===== src/rtl/fpu_wb_sequencer.sv =====
// Issue/writeback sequencer for the FP pipe: hazard-gated issue into a
// latency slot pipeline whose head drives the FP or integer write port.
module fpu_wb_sequencer #(
  parameter int LAT_LOAD = 1,
  parameter int LAT_MULT = 2,
  parameter int LAT_CVRT = 2,
  parameter int LAT_ADSB = 3,
  parameter int MAX_LAT  = 3
) (
  input  logic       clk,
  input  logic       rstn,
  input  logic       issue_valid,
  input  logic       is_load,
  input  logic       is_adsb,
  input  logic       is_mult,
  input  logic       is_cvrt,
  input  logic       is_ftoi,
  input  logic       reg_write,
  input  logic       use_rs1,
  input  logic       use_rs2,
  input  logic [4:0] rs1,
  input  logic [4:0] rs2,
  input  logic [4:0] rd,
  output logic       issue_ready,
  output logic       illegal_op,
  output logic       fpr_we,
  output logic       irf_we,
  output logic [4:0] wb_waddr,
  output logic [1:0] wb_sel,
  output logic       busy
);

  typedef struct packed {
    logic       valid;
    logic [4:0] rd;
    logic [1:0] sel;
    logic       to_int;
  } slot_t;

  slot_t       slot_q [1:MAX_LAT];
  slot_t       slot_d [1:MAX_LAT];
  logic [31:0] pend_q, pend_d;
  logic        illegal_q, illegal_d;

  logic        has_class, collide, accept;
  int          lat;
  logic [1:0]  sel;
  slot_t       entry;

  always_comb begin
    has_class = is_load | is_adsb | is_mult | is_cvrt;
    lat = 0;
    sel = 2'd0;
    if (is_load) begin
      lat = LAT_LOAD; sel = 2'd0;
    end else if (is_adsb) begin
      lat = LAT_ADSB; sel = 2'd1;
    end else if (is_mult) begin
      lat = LAT_MULT; sel = 2'd2;
    end else if (is_cvrt) begin
      lat = LAT_CVRT; sel = 2'd3;
    end

    // slot[L+1] shifts into slot[L] at the same edge the new op would land there
    collide = 1'b0;
    for (int k = 2; k <= MAX_LAT; k++)
      if (has_class && lat == k - 1 && slot_q[k].valid) collide = 1'b1;

    issue_ready = ~(collide
                    | (use_rs1   & pend_q[rs1])
                    | (use_rs2   & pend_q[rs2])
                    | (reg_write & pend_q[rd]));
    accept = issue_valid & issue_ready;

    entry = '0;
    if (reg_write | is_ftoi) begin
      entry.valid  = 1'b1;
      entry.rd     = rd;
      entry.sel    = sel;
      entry.to_int = is_ftoi;
    end
  end

  always_comb begin
    for (int k = 1; k < MAX_LAT; k++) slot_d[k] = slot_q[k+1];
    slot_d[MAX_LAT] = '0;
    for (int k = 1; k <= MAX_LAT; k++)
      if (accept && has_class && lat == k) slot_d[k] = entry;

    // clear first so a same-edge set on the same index wins
    pend_d = pend_q;
    if (slot_q[1].valid && !slot_q[1].to_int) pend_d[slot_q[1].rd] = 1'b0;
    if (accept && has_class && reg_write && !is_ftoi) pend_d[rd] = 1'b1;

    illegal_d = accept & ~has_class;
  end

  always_ff @(posedge clk or negedge rstn) begin
    if (!rstn) begin
      for (int k = 1; k <= MAX_LAT; k++) slot_q[k] <= '0;
      pend_q    <= '0;
      illegal_q <= 1'b0;
    end else begin
      for (int k = 1; k <= MAX_LAT; k++) slot_q[k] <= slot_d[k];
      pend_q    <= pend_d;
      illegal_q <= illegal_d;
    end
  end

  always_comb begin
    fpr_we     = slot_q[1].valid & ~slot_q[1].to_int;
    irf_we     = slot_q[1].valid &  slot_q[1].to_int;
    wb_waddr   = slot_q[1].rd;
    wb_sel     = slot_q[1].sel;
    illegal_op = illegal_q;
    busy       = 1'b0;
    for (int k = 1; k <= MAX_LAT; k++) busy = busy | slot_q[k].valid;
  end

endmodule


===== config.mk =====
export PLATFORM = sky130hd
export DESIGN_NAME = fpu_wb_sequencer
export DESIGN_NICKNAME = d
export VERILOG_FILES = /design/src/rtl/fpu_wb_sequencer.sv
export SDC_FILE = /design/constraint.sdc
export NUM_CORES = 1
export LEC_CHECK = 0
export ABC_CLOCK_PERIOD_IN_PS = 6700
export CORE_MARGIN = 5
export CORE_UTILIZATION = 61
export CTS_CLUSTER_SIZE = 16
export DETAILED_ROUTE_END_ITERATION = 12
export GPL_ROUTABILITY_DRIVEN = 1
export PLACE_DENSITY = 0.85
export SETUP_SLACK_MARGIN = 0.2
export SLEW_MARGIN = 5
export SYNTH_ARGS = -nofsm -noshare
export SYNTH_HDL_FRONTEND = slang
export SYNTH_SLANG_ARGS = --single-unit

===== constraint.sdc =====
create_clock -name clk -period 6.7 [get_ports clk]
set_input_delay 1.34 -clock clk [delete_from_list [all_inputs] [get_ports clk]]
set_output_delay 1.34 -clock clk [all_outputs]
set_load 0.01 [all_outputs]

# [After elaboration in Yosys (flattened, before gate mapping)]
# Cells that the tools add are included.
[classes] order_cmp=6 n_eq_ne=3 mux=26 bitwise=22 reduce_logical=15
[ops] operator="2-to-1 mux 32 bit" n=3
[ops] operator="equality test 32 x 3 -> 1 bit, second input constant" n=2
[ops] operator="2-to-1 mux 9 bit" n=4
[ops] operator="AND 32 bit" n=1
[ops] operator="equality test 32 x 2 -> 1 bit, second input constant" n=1
[ops] operator="inverter 32 bit" n=1
[ops] operator="bitwise OR 32 bit" n=1
[ops] operator="less-than comparator 5 x 6 -> 1 bit, second input constant" n=4
[ops] operator="binary-select mux 1 bit (select 5 bit)" n=3
[ops] operator="2-to-1 mux 2 bit" n=7
[ops] operator="logical AND 1 bit" n=13
[ops] operator="demux 1 bit (select 5 bit)" n=2
[ops] operator=">= comparator 5 x 1 -> 1 bit, second input constant" n=2
[ops] operator="bitwise OR 1 bit" n=9
[ops] operator="AND 1 bit" n=7
[ops] operator="2-to-1 mux 1 bit" n=7
[ops] operator="inverter 1 bit" n=3
[ops] operator="zero test 1 bit" n=2
[totals] register_bits=60 inputBits=26 output_inout_bits=12 word_cells=86

# [Logic depth before layout (Yosys ltp)]
[depth] depth_word=18 depth_mapped=9 mapped_depth_nobuf=6

# [Least setup slack after synthesis]
# Ideal clock, no wire load.
[synth_path] path_type="input-to-output" start="input port rs2[0]" end="output port issue_ready" arrival_ns=3.379 required_ns=5.360 setup_slack_ns=1.981 stages=8 n_path_buf=2 cell_sequence="clkbuf_1 > mux4_2 > mux2i_1 > nor2_1 > o2111ai_1 > nand3_4 > buf_1 > nor2_1"
[synth_between] elab_chain_len=6
[synth_rtl] element="start, declared" line_no="22" rtl="input logic [4:0] rs2,"
[synth_rtl] element="binary-select mux 1 bit (select 5 bit)" line_no="71" rtl="| (use_rs2 & pend_q[rs2])"
[synth_rtl] element="2-to-1 mux 1 bit (not written as such)" line_no="71"
[synth_rtl] element="AND 1 bit" line_no="71"
[synth_rtl] element="bitwise OR 1 bit" line_no="71"
[synth_rtl] element="bitwise OR 1 bit" line_no="72" rtl="| (reg_write & pend_q[rd]));"
[synth_rtl] element="inverter 1 bit" line_no="69" rtl="issue_ready = ~(collide"
[synth_rtl] element="end, declared" line_no="24" rtl="output logic issue_ready,"
# No other way between the ends. The select of a mux whose other input is x is not followed.

# [Worst setup path in the final report]
[layout_path] start="input port rs1[1]" end="output port issue_ready"
[layout_between] elab_chain_len=7
[layout_rtl] element="start, declared" line_no="21" rtl="input logic [4:0] rs1,"
[layout_rtl] element="binary-select mux 1 bit (select 5 bit)" line_no="70" rtl="| (use_rs1 & pend_q[rs1])"
[layout_rtl] element="2-to-1 mux 1 bit (not written as such)" line_no="70"
[layout_rtl] element="AND 1 bit" line_no="70"
[layout_rtl] element="bitwise OR 1 bit" line_no="70"
[layout_rtl] element="bitwise OR 1 bit" line_no="71"
[layout_rtl] element="bitwise OR 1 bit" line_no="72"
[layout_rtl] element="inverter 1 bit" line_no="69"
# No other way between the ends. The select of a mux whose other input is x is not followed.

==> results by group <==
Synth
  • Syn_area_per_cell: 11.0 µm²
  • YS warnings: 0
  • Most area-consuming cells after synthesis: dfrtp_1 42%, mux4_2 11%, o21ai_0 5.8%
  • Cell count after synthesis: 324
  • Synthesized cell area: 3550 µm²
  • EDFF count, synth: 0
  • Synth unique cells: 49
  • Async SR Flop Fraction: 1.00
  • Seq cells post-synth: 60
  • Post-synth top area share: 0.423
  • Synth area leader: dfrtp_1
  • Synth top cells by count: 60 x dfrtp_1, 41 x o21ai_0, 23 x o41ai_1
  • Most frequent cell after synthesis: dfrtp_1
  • Post-synthesis sequential area ratio: 0.423
  • Synth Flop Type: dfrtp_1
  • Mapped Nets: 350

Clocking
  • Cts bufs inserted: 9
  • Root buffer cell: clkbuf_8
  • H-tree depth reported by CTS: 3
  • Deepest clock path buffer count: 2
  • Hold buffer count at CTS: 0
  • Postcts setup bufs: 0
  • Post-cts resize count: 0
  • CTS tree: done
  • Reg clk slew, reported paths: 0.07 ns
  • CTS sink count: 60
  • Clk Latency, worst-skew pair: 0.35 ns

STA
  • RSZ-0062 raised after global routing: no
  • PnR worst setup slack: 1.11 ns
  • Final hold slack: 0.456 ns
  • Layout Skew: 0.0145 ns
  • Max-slew violation count: 0
  • TNS Setup: 0 ns
  • Final min period: 5.59 ns
  • Final period util: 0.835
  • Fmax achieved: 179 MHz
  • Worst rel slew slack: 0.305
  • Setup violators final: 0
  • Worst-Margin Slew: 1.04 ns
  • Final hold vios: 0

Cells and area
  • Final core utilization: 0.732
  • Share of layout cells above drive strength 1: 0.183
  • Final Non-Filler Cells: 422
  • Post-Layout Inst Area: 4080 µm²
  • Multi-input gate area: 1850 µm²
  • Nets@finish: 371
  • Fillers: 396
  • Ant diodes: 0
  • Sequential cell area: 1500 µm²
  • Area delta synth->final: 15.0%

Placed design
  • Detail Placement HPWL: 6.83 mm
  • Worst slack, placed: 1.07 ns
  • Placement Cell Area: 3860 µm²
  • GP Congestion: 1.00
  • Port Buffers: 37
  • # placed instances: 406

Status
  • Outcome: finished clean

Power
  • Peak VDD IR: 0.168 mV
  • Total Power: 860 µW
  • Power per Cell Area: 211 nW/µm²
  • Pleak: 1.52 nW

GRT
  • Initial antenna violation count: 0
  • Congestion Overflow GR: 0
  • Total track usage: 0.288
  • First-pass GRT wire length: 16.5 mm
  • Number of global-route vias before repair: 3070
  • Pin count of the biggest net entering global routing: 61

Worst hold path
  • Hold Path End: wb_sel[1]
  • Hold Crit Depth: 1
  • HP Class: reg -> reg
  • Hold Startpoint: slot_q[11]

Floorplanning
  • Core area: 5570 µm²
  • Ports: 38
  • Die height: 86.3 µm
  • Starting density of the core: 0.637
  • Die Span X: 86.3 µm
  • Placement row count: 27
  • Die area: 7440 µm²

Setup path
  • Arrival time of the worst setup path: 4.25 ns
  • CP required: 5.36 ns
  • CP cell instances: clkdlybuf4s50_1 -> mux4_2 -> mux4_2 -> and3b_4 -> nor2_4 -> nand3_4 -> nor2_1 -> clkdlybuf4s50_1
  • Startpoint types: input pin
  • Slowest cell on the critical path: clkdlybuf4s50_1
  • Worst R2R End: pend_q[30]
  • Setup CP Type: in -> out
  • Worst stage delay on the critical path: 0.75 ns
  • Crit. End Element: output pin
  • Crit path max fanout: 8
  • Reg2Reg Depth: 7
  • R2R Path Start: pend_q[13]
  • R2R setup slack: 3.92 ns

Route
  • Drt pass-1 iters: 6
  • Via Count: 3124
  • Met3 routed WL: 1.34 mm
  • Metal1 wirelength: 3.74 mm
  • Total Wirelength: 10.1 mm
  • WL/cell: 23.8 µm
  • Initial DRC count: 398
  • DRC viols: 0
  • Metal2 WL: 4.70 mm
  • Via density: 7.40
  • Antenna Nets Post-Route: 0
  • Top layer in use: met4

Run
  • Max-Cap Viols: 0
[cell usage in the layout (no fill, tap or decap), types with 2 or more instances in the layout]
| cell type | synthesis | routed |
|---|---|---|
| inv_1 | 9 | 9 |
| nor3_1 | 6 | 6 |
| nand3b_1 | 7 | 7 |
| clkinvlp_4 | 0 | 2 |
| mux2_2 | 17 | 17 |
| buf_4 | 8 | 3 |
| clkbuf_8 | 0 | 12 |
| mux4_2 | 18 | 18 |
| nor2b_1 | 2 | 2 |
| o22ai_1 | 2 | 2 |
| o21ai_0 | 41 | 41 |
| and2_1 | 3 | 3 |
| dfrtp_1 | 60 | 60 |
| o22a_1 | 2 | 2 |
| nand2_1 | 16 | 16 |
| o41ai_1 | 23 | 23 |
| nor2_1 | 20 | 20 |
| o21bai_1 | 2 | 2 |
| clkdlybuf4s50_1 | 0 | 36 |
| or3_1 | 4 | 4 |
| mux2i_1 | 16 | 16 |
| or4_1 | 9 | 9 |
| a21oi_1 | 2 | 2 |
| nand3_1 | 10 | 10 |
| a41o_1 | 2 | 2 |
[metal layers]
layer  vias up  global-route usage
met3        54              0.0846
met4         0              0.0836
met2       279               0.457
li1       1289                   -
met5         -                   0
met1      1502               0.388
[sequential cells by signal (all words and copies together), names as in the netlist]
register and flops:
pend_q 32, slot_q 20, wb_waddr 5, wb_sel 2
illegal_op 1
[final cells by class]
cell class | instances | area share
Inverter | 9 | 0.00828
Multi-Input combinational cell | 225 | 0.453
Tap cell | 72 | 0.0221
Timing Repair Buffer | 40 | 0.0951
Sequential cell | 60 | 0.368
Clock inverter | 4 | 0.0132
Clock buffer | 12 | 0.0405
[critical path: cells and delay by family]
| kind | cells | cell delay (ns) |
|---|---|---|
| and+or+nand+nor | 4 | 0.57 |
| muxes | 2 | 1.04 |
| buffers and inverters | 2 | 1.30 |
[cells by family after synthesis]
family | Yosys count | share of synthesized area
AOI/OAI and AO/OA | 81 | 0.156
buffers and inverters | 39 | 0.0564
DFF | 60 | 0.423
muxes | 51 | 0.213
other | 1 | 0.00106
and+or+nand+nor | 92 | 0.150
[power breakdown]
part	internal, mW	switching [mW]
clock	0.203	0.151
sequential	0.373	0.0123
combinational	0.0524	0.0685
[worst max-delay path by stage]
stage	startpoint	endpoint	slack, ns	depth (start not counted)
CTS	rs1[1]	issue_ready	1.07	8
finish	rs1[1]	issue_ready	1.11	8
detailed placement	rs1[1]	issue_ready	1.07	8
global route	rs1[1]	issue_ready	0.96	8
floorplan	rs2[0]	issue_ready	1.98	8
global placement	rs1[1]	issue_ready	1.12	8
Note: power is estimated with default switching activity, not from simulation.
